**config.mk**
```make
export PLATFORM = sky130hd
export DESIGN_NAME = rf_write_scheduler
export DESIGN_NICKNAME = d
export VERILOG_FILES = /design/src/rtl/rf_write_scheduler.sv
export SDC_FILE = /design/constraint.sdc
export NUM_CORES = 1
export LEC_CHECK = 0
export ABC_AREA = 1
export BUFFER_PORTS_ARGS = -buffer_cell sky130_fd_sc_hd__buf_4
export CORE_MARGIN = 10
export CORE_UTILIZATION = 55
export CTS_CLUSTER_SIZE = 8
export DETAILED_ROUTE_END_ITERATION = 7
export HOLD_SLACK_MARGIN = 0.03
export PLACE_DENSITY = 0.85
export RECOVER_POWER = 25
export SLEW_MARGIN = 5
export SYNTH_ARGS = -nofsm -noshare
export SYNTH_HDL_FRONTEND = slang
export SYNTH_SLANG_ARGS = --single-unit
```
**constraint.sdc**
```tcl
create_clock -name clk -period 3.45 [get_ports clk]
set_input_delay 0 -clock clk [delete_from_list [all_inputs] [get_ports clk]]
set_output_delay 0 -clock clk [all_outputs]
set_load 0.01 [all_outputs]
```
**src/rtl/rf_write_scheduler.sv**
```systemverilog
// Register-file write-port arbiter: pipeline writeback has priority over a small FIFO of
// long-latency returns, with a per-register pending-write scoreboard that stalls issue.
module rf_write_scheduler #(
  parameter int unsigned DATA_WIDTH   = 32,
  parameter int unsigned ADDR_WIDTH   = 5,
  parameter int unsigned LQ_DEPTH     = 2,
  parameter int unsigned STARVE_LIMIT = 4
) (
  input  logic                  clk,
  input  logic                  rst,
  input  logic                  pw_valid,
  input  logic [3:0]            pw_wen,
  input  logic [ADDR_WIDTH-1:0] pw_waddr,
  input  logic [DATA_WIDTH-1:0] pw_wdata,
  input  logic                  lr_valid,
  output logic                  lr_ready,
  input  logic [3:0]            lr_wen,
  input  logic [ADDR_WIDTH-1:0] lr_waddr,
  input  logic [DATA_WIDTH-1:0] lr_wdata,
  input  logic                  iss_valid,
  input  logic                  iss_long,
  input  logic [ADDR_WIDTH-1:0] iss_waddr,
  input  logic [ADDR_WIDTH-1:0] iss_raddr1,
  input  logic [ADDR_WIDTH-1:0] iss_raddr2,
  output logic                  stall,
  output logic [3:0]            rf_wen,
  output logic [ADDR_WIDTH-1:0] rf_waddr,
  output logic [DATA_WIDTH-1:0] rf_wdata
);

  localparam int unsigned NumRegs = 2 ** ADDR_WIDTH;
  localparam int unsigned PtrW    = (LQ_DEPTH > 1) ? $clog2(LQ_DEPTH) : 1;
  localparam int unsigned CntW    = $clog2(LQ_DEPTH + 1);
  localparam int unsigned WaitW   = $clog2(STARVE_LIMIT + 1);

  typedef struct packed {
    logic [3:0]            wen;
    logic [ADDR_WIDTH-1:0] waddr;
    logic [DATA_WIDTH-1:0] wdata;
  } lq_entry_t;

  lq_entry_t             lq_mem_q [LQ_DEPTH];
  lq_entry_t             lq_head;
  lq_entry_t             lq_in;
  logic [PtrW-1:0]       wr_ptr_q, wr_ptr_d;
  logic [PtrW-1:0]       rd_ptr_q, rd_ptr_d;
  logic [CntW-1:0]       count_q, count_d;
  logic [WaitW-1:0]      wait_q, wait_d;
  logic [NumRegs-1:0]    busy_q, busy_d;

  logic lq_full, lq_empty;
  logic pw_active, push, pop, fire, starve;

  assign lq_full   = (count_q == CntW'(LQ_DEPTH));
  assign lq_empty  = (count_q == '0);
  assign lq_head   = lq_mem_q[rd_ptr_q];
  assign lq_in     = '{wen: lr_wen, waddr: lr_waddr, wdata: lr_wdata};
  assign pw_active = pw_valid && (pw_wen != 4'h0);
  assign starve    = (wait_q >= WaitW'(STARVE_LIMIT));

  // lr_ready ignores a same-cycle pop so it never depends on the pipeline inputs.
  assign lr_ready = !rst && !lq_full;
  assign push     = lr_valid && lr_ready;
  assign pop      = !rst && !pw_active && !lq_empty;

  // busy_q[0] is held at zero, so r0 never causes a hazard.
  assign stall = !rst && iss_valid &&
                 (busy_q[iss_raddr1] || busy_q[iss_raddr2] || busy_q[iss_waddr] || starve);
  assign fire  = !rst && iss_valid && !stall;

  always_comb begin
    rf_wen   = 4'h0;
    rf_waddr = '0;
    rf_wdata = '0;
    if (rst) begin
      rf_wen = 4'h0;
    end else if (pw_active) begin
      rf_wen   = pw_wen;
      rf_waddr = pw_waddr;
      rf_wdata = pw_wdata;
    end else if (!lq_empty) begin
      rf_wen   = lq_head.wen;
      rf_waddr = lq_head.waddr;
      rf_wdata = lq_head.wdata;
    end
  end

  always_comb begin
    wr_ptr_d = push ? wr_ptr_q + PtrW'(1) : wr_ptr_q;
    rd_ptr_d = pop  ? rd_ptr_q + PtrW'(1) : rd_ptr_q;
    count_d  = count_q;
    if (push && !pop) begin
      count_d = count_q + CntW'(1);
    end else if (pop && !push) begin
      count_d = count_q - CntW'(1);
    end
  end

  // Wait counter saturates at the limit; starve then holds until the head drains.
  always_comb begin
    wait_d = wait_q;
    if (lq_empty || pop) begin
      wait_d = '0;
    end else if (!starve) begin
      wait_d = wait_q + WaitW'(1);
    end
  end

  always_comb begin
    busy_d = busy_q;
    if (pop) begin
      busy_d[lq_head.waddr] = 1'b0;
    end
    if (fire && iss_long && (iss_waddr != '0)) begin
      busy_d[iss_waddr] = 1'b1;
    end
    busy_d[0] = 1'b0;
  end

  always_ff @(posedge clk) begin
    if (rst) begin
      wr_ptr_q <= '0;
      rd_ptr_q <= '0;
      count_q  <= '0;
      wait_q   <= '0;
      busy_q   <= '0;
    end else begin
      wr_ptr_q <= wr_ptr_d;
      rd_ptr_q <= rd_ptr_d;
      count_q  <= count_d;
      wait_q   <= wait_d;
      busy_q   <= busy_d;
    end
  end

  // Queue storage needs no reset: occupancy is tracked by count_q alone.
  always_ff @(posedge clk) begin
    if (push) begin
      lq_mem_q[wr_ptr_q] <= lq_in;
    end
  end

endmodule

```
==> flow_summary.ini <==
[clock_network]
insertion_delay_ns = 0.42
cts_tree = built
clk_pin_slew_ns = 0.06
htree_levels = 4
postCtsSetupRepairBufs = 0
cts_buffers = 17
cts-root-buf = clkbuf_16
cts_sinks = 121
clockBufferDepth = 2

[setup_path]
crit_fanout = 42
critPathTopFamily = buffers and inverters
crit_type = flop to output pin
slowest_stage = inv_1
cp.buffers_inverters = 3
critPathRequiredTime_ns = 3.45
reg2regPathDepth = 8
cp_cell_sequence = buf_4 -> inv_1 -> or2_2 -> o21ai_0 -> o21ai_0 -> buf_4
cp-start-kind = flop
path_depth = 6
slowest_delay_ns = 0.45
worst_setup_path_end_kind = output pin
crit_arrival_ns = 2.77

[outcome]
status = finished, final reports clean

[die]
rows = 39
fp.dieW_um = 129
dieHeight_um = 129
core_mm2 = 0.0115
start_util_pct = 56.5
io_pins = 146
die_area_mm2 = 0.0165

[sta]
rsz0062_at_grt = no
worst_pin_slew_ns = 1.04
skew_ns = 0.0102
fin_crit_sh_pct = 80.4
finalSetupViolations = 0
hold_violations = 0
slew_headroom_pct = 30.6
drv_slew = 0
setup_ws_ns = 0.677
fmax_ghz = 0.361
min_period_ns = 2.77
fin_tns_setup_ns = 0

[yosys]
synth.distinct_cells = 30
syn_nets = 905
synthCells = 799
post_synth_instance_area_mm2 = 0.00648
synth_top_area_cell = edfxtp_1
synth_warnings = 0
synthTopCellsByArea = edfxtp_1, dfxtp_1, nand2_1, a21oi_1, nor2_1
yosysSeqAreaShare_pct = 50.0
yosys.area.top_type_share_pct = 38.0
ys_ff_latch = 121
syn_avg_cell_area_um2 = 8.11

[worst_hold_path]
min_path_cells = 3
hold_class = input pin to flop

[global_routing]
first_global_vias = 6637
grt_max_degree = 46
antenna_found_initial = 0
grt_pass1_wl_mm = 34.3
grt_remaining_overflow = 0
grt_usage_pct = 25.8

[routing]
drcViolationCount = 0
first_pass_iters = 5
vias = 6694
initialDrtViolationCount = 663
wire_per_inst_um = 19.5
ant_nets = 0
drt-total-wl_mm = 21.9
vias_per_cell = 5.97

[place]
portBuffers = 145
gp_congestion = 0.921
preCtsSetupSlack_ns = 0.955
post-dp-hpwl_mm = 14.3

[layout]
final_common_cell = nand2_1
final_cell_mix = nand2_1, buf_4, nor2_1
area_growth_pct = 32.1
fin_util_pct = 74.7
num_antenna_cells = 0
num-nets-final = 1072
layout-drive-gt1-share_pct = 22.8

[power_and_ir_drop]
peakVddDrop_uv = 355
powerDensity_mw_per_mm2 = 480
power.leakage_uw = 0.00343

[job]
maxCapViolations = 0
==> metrics by stage <==
stage	cells	cell area (µm²)	hold slack, ns	total power [µW]
floorplan	799	6480	0.0989	2000
global placement	1049	7570	0.186	2240
detailed placement	1049	7570	0.189	2260
CTS	1122	8580	0.0499	4090
global route	1122	8570	0.0684	4240
finish	1122	8570	0.0535	4120
==> power by group <==
group	internal (µW)	leakage (µW)	switching, µW
Combinational	266	0.00207	413
Clock	1090	0.000288	724
Sequential	1600	0.00107	17.0
Total	2960	0.00343	1150
==> path summary, 6_finish.rpt <==
check / start / endpoint / slack [ns]
worst max-delay path: flop / rf_waddr[2] / 0.68
worst min-delay path: lr_valid / wr_ptr_q$_SDFFE_PP0P_ / 0.05
worst max register to register: flop / busy_q[28]$_SDFF_PP0_ / 0.74
worst min register to register: rd_ptr_q$_SDFFE_PP0N_ / rd_ptr_q$_SDFFE_PP0N_ / 0.49
==> kinds of logic after synthesis <==
kind of cell               Yosys count  synth area share (%)
AOI/OAI and AO/OA                  180                  15.3
adders and majority gates            3                 0.579
buffers and inverters              113                  7.80
DFF                                121                  50.0
and+or+nand+nor                    382                  26.3
==> flip-flops by register name, summed over array words and instances, names as in the netlist, named ones only <==
register,flops
wait_q,3
rd_ptr_q,1
wr_ptr_q,1
busy_q,31
lq_mem_q,82
count_q,2
==> worst min-delay path: stages <==
cell and delay (ns):
buf_4 0.08, nand2_1 0.16, a21oi_1 0.19
==> what timing repair did <==
item | 4_1_cts | 5_1_grt
resized for setup | 0 | 0
hold buffers | 41 | 0
endpoints found under the hold margin | 82 | 0
==> synthesized netlist by cell type <==
| cell type | number |
|---|---|
| nor2_2 | 6 |
| a21oi_1 | 78 |
| clkinv_1 | 1 |
| nor3_1 | 7 |
| edfxtp_1 | 82 |
| nor2_4 | 1 |
| nand4_1 | 32 |
| nand2_1 | 150 |
| buf_1 | 3 |
| buf_6 | 5 |
| o21ai_2 | 3 |
| a22oi_1 | 1 |
| or2_2 | 24 |
| buf_2 | 8 |
| o2111ai_1 | 1 |
| inv_1 | 64 |
| o211ai_1 | 30 |
| o21ai_0 | 62 |
| nand3_2 | 1 |
| dfxtp_1 | 39 |
| nor2_1 | 91 |
| ha_1 | 3 |
| a31oi_1 | 1 |
| clkbuf_1 | 20 |
| nand3_1 | 67 |
| inv_2 | 3 |
| buf_4 | 8 |
| nand2_2 | 3 |
| o21ai_1 | 4 |
| clkbuf_4 | 1 |
==> layout make-up <==
class,instances,area (µm²)
Multi-Input combinational cell,565,2750
Sequential cell,121,3240
Inverter,68,255
Fill cell,795,2900
Clock buffer,17,425
Clock inverter,15,178
Timing Repair Buffer,193,1540
Tap cell,143,179
==> routing by layer <==
| layer | wire [µm] | vias to the layer above | track usage, % |
|---|---|---|---|
| li1 | - | 3085 | - |
| met1 | 8190 | 3115 | 30.3 |
| met2 | 10900 | 417 | 44.2 |
| met3 | 1990 | 77 | 5.95 |
| met4 | 812 | 0 | 11.3 |
| met5 | 0 | - | 0 |
Power figures use the tool's default switching activity.
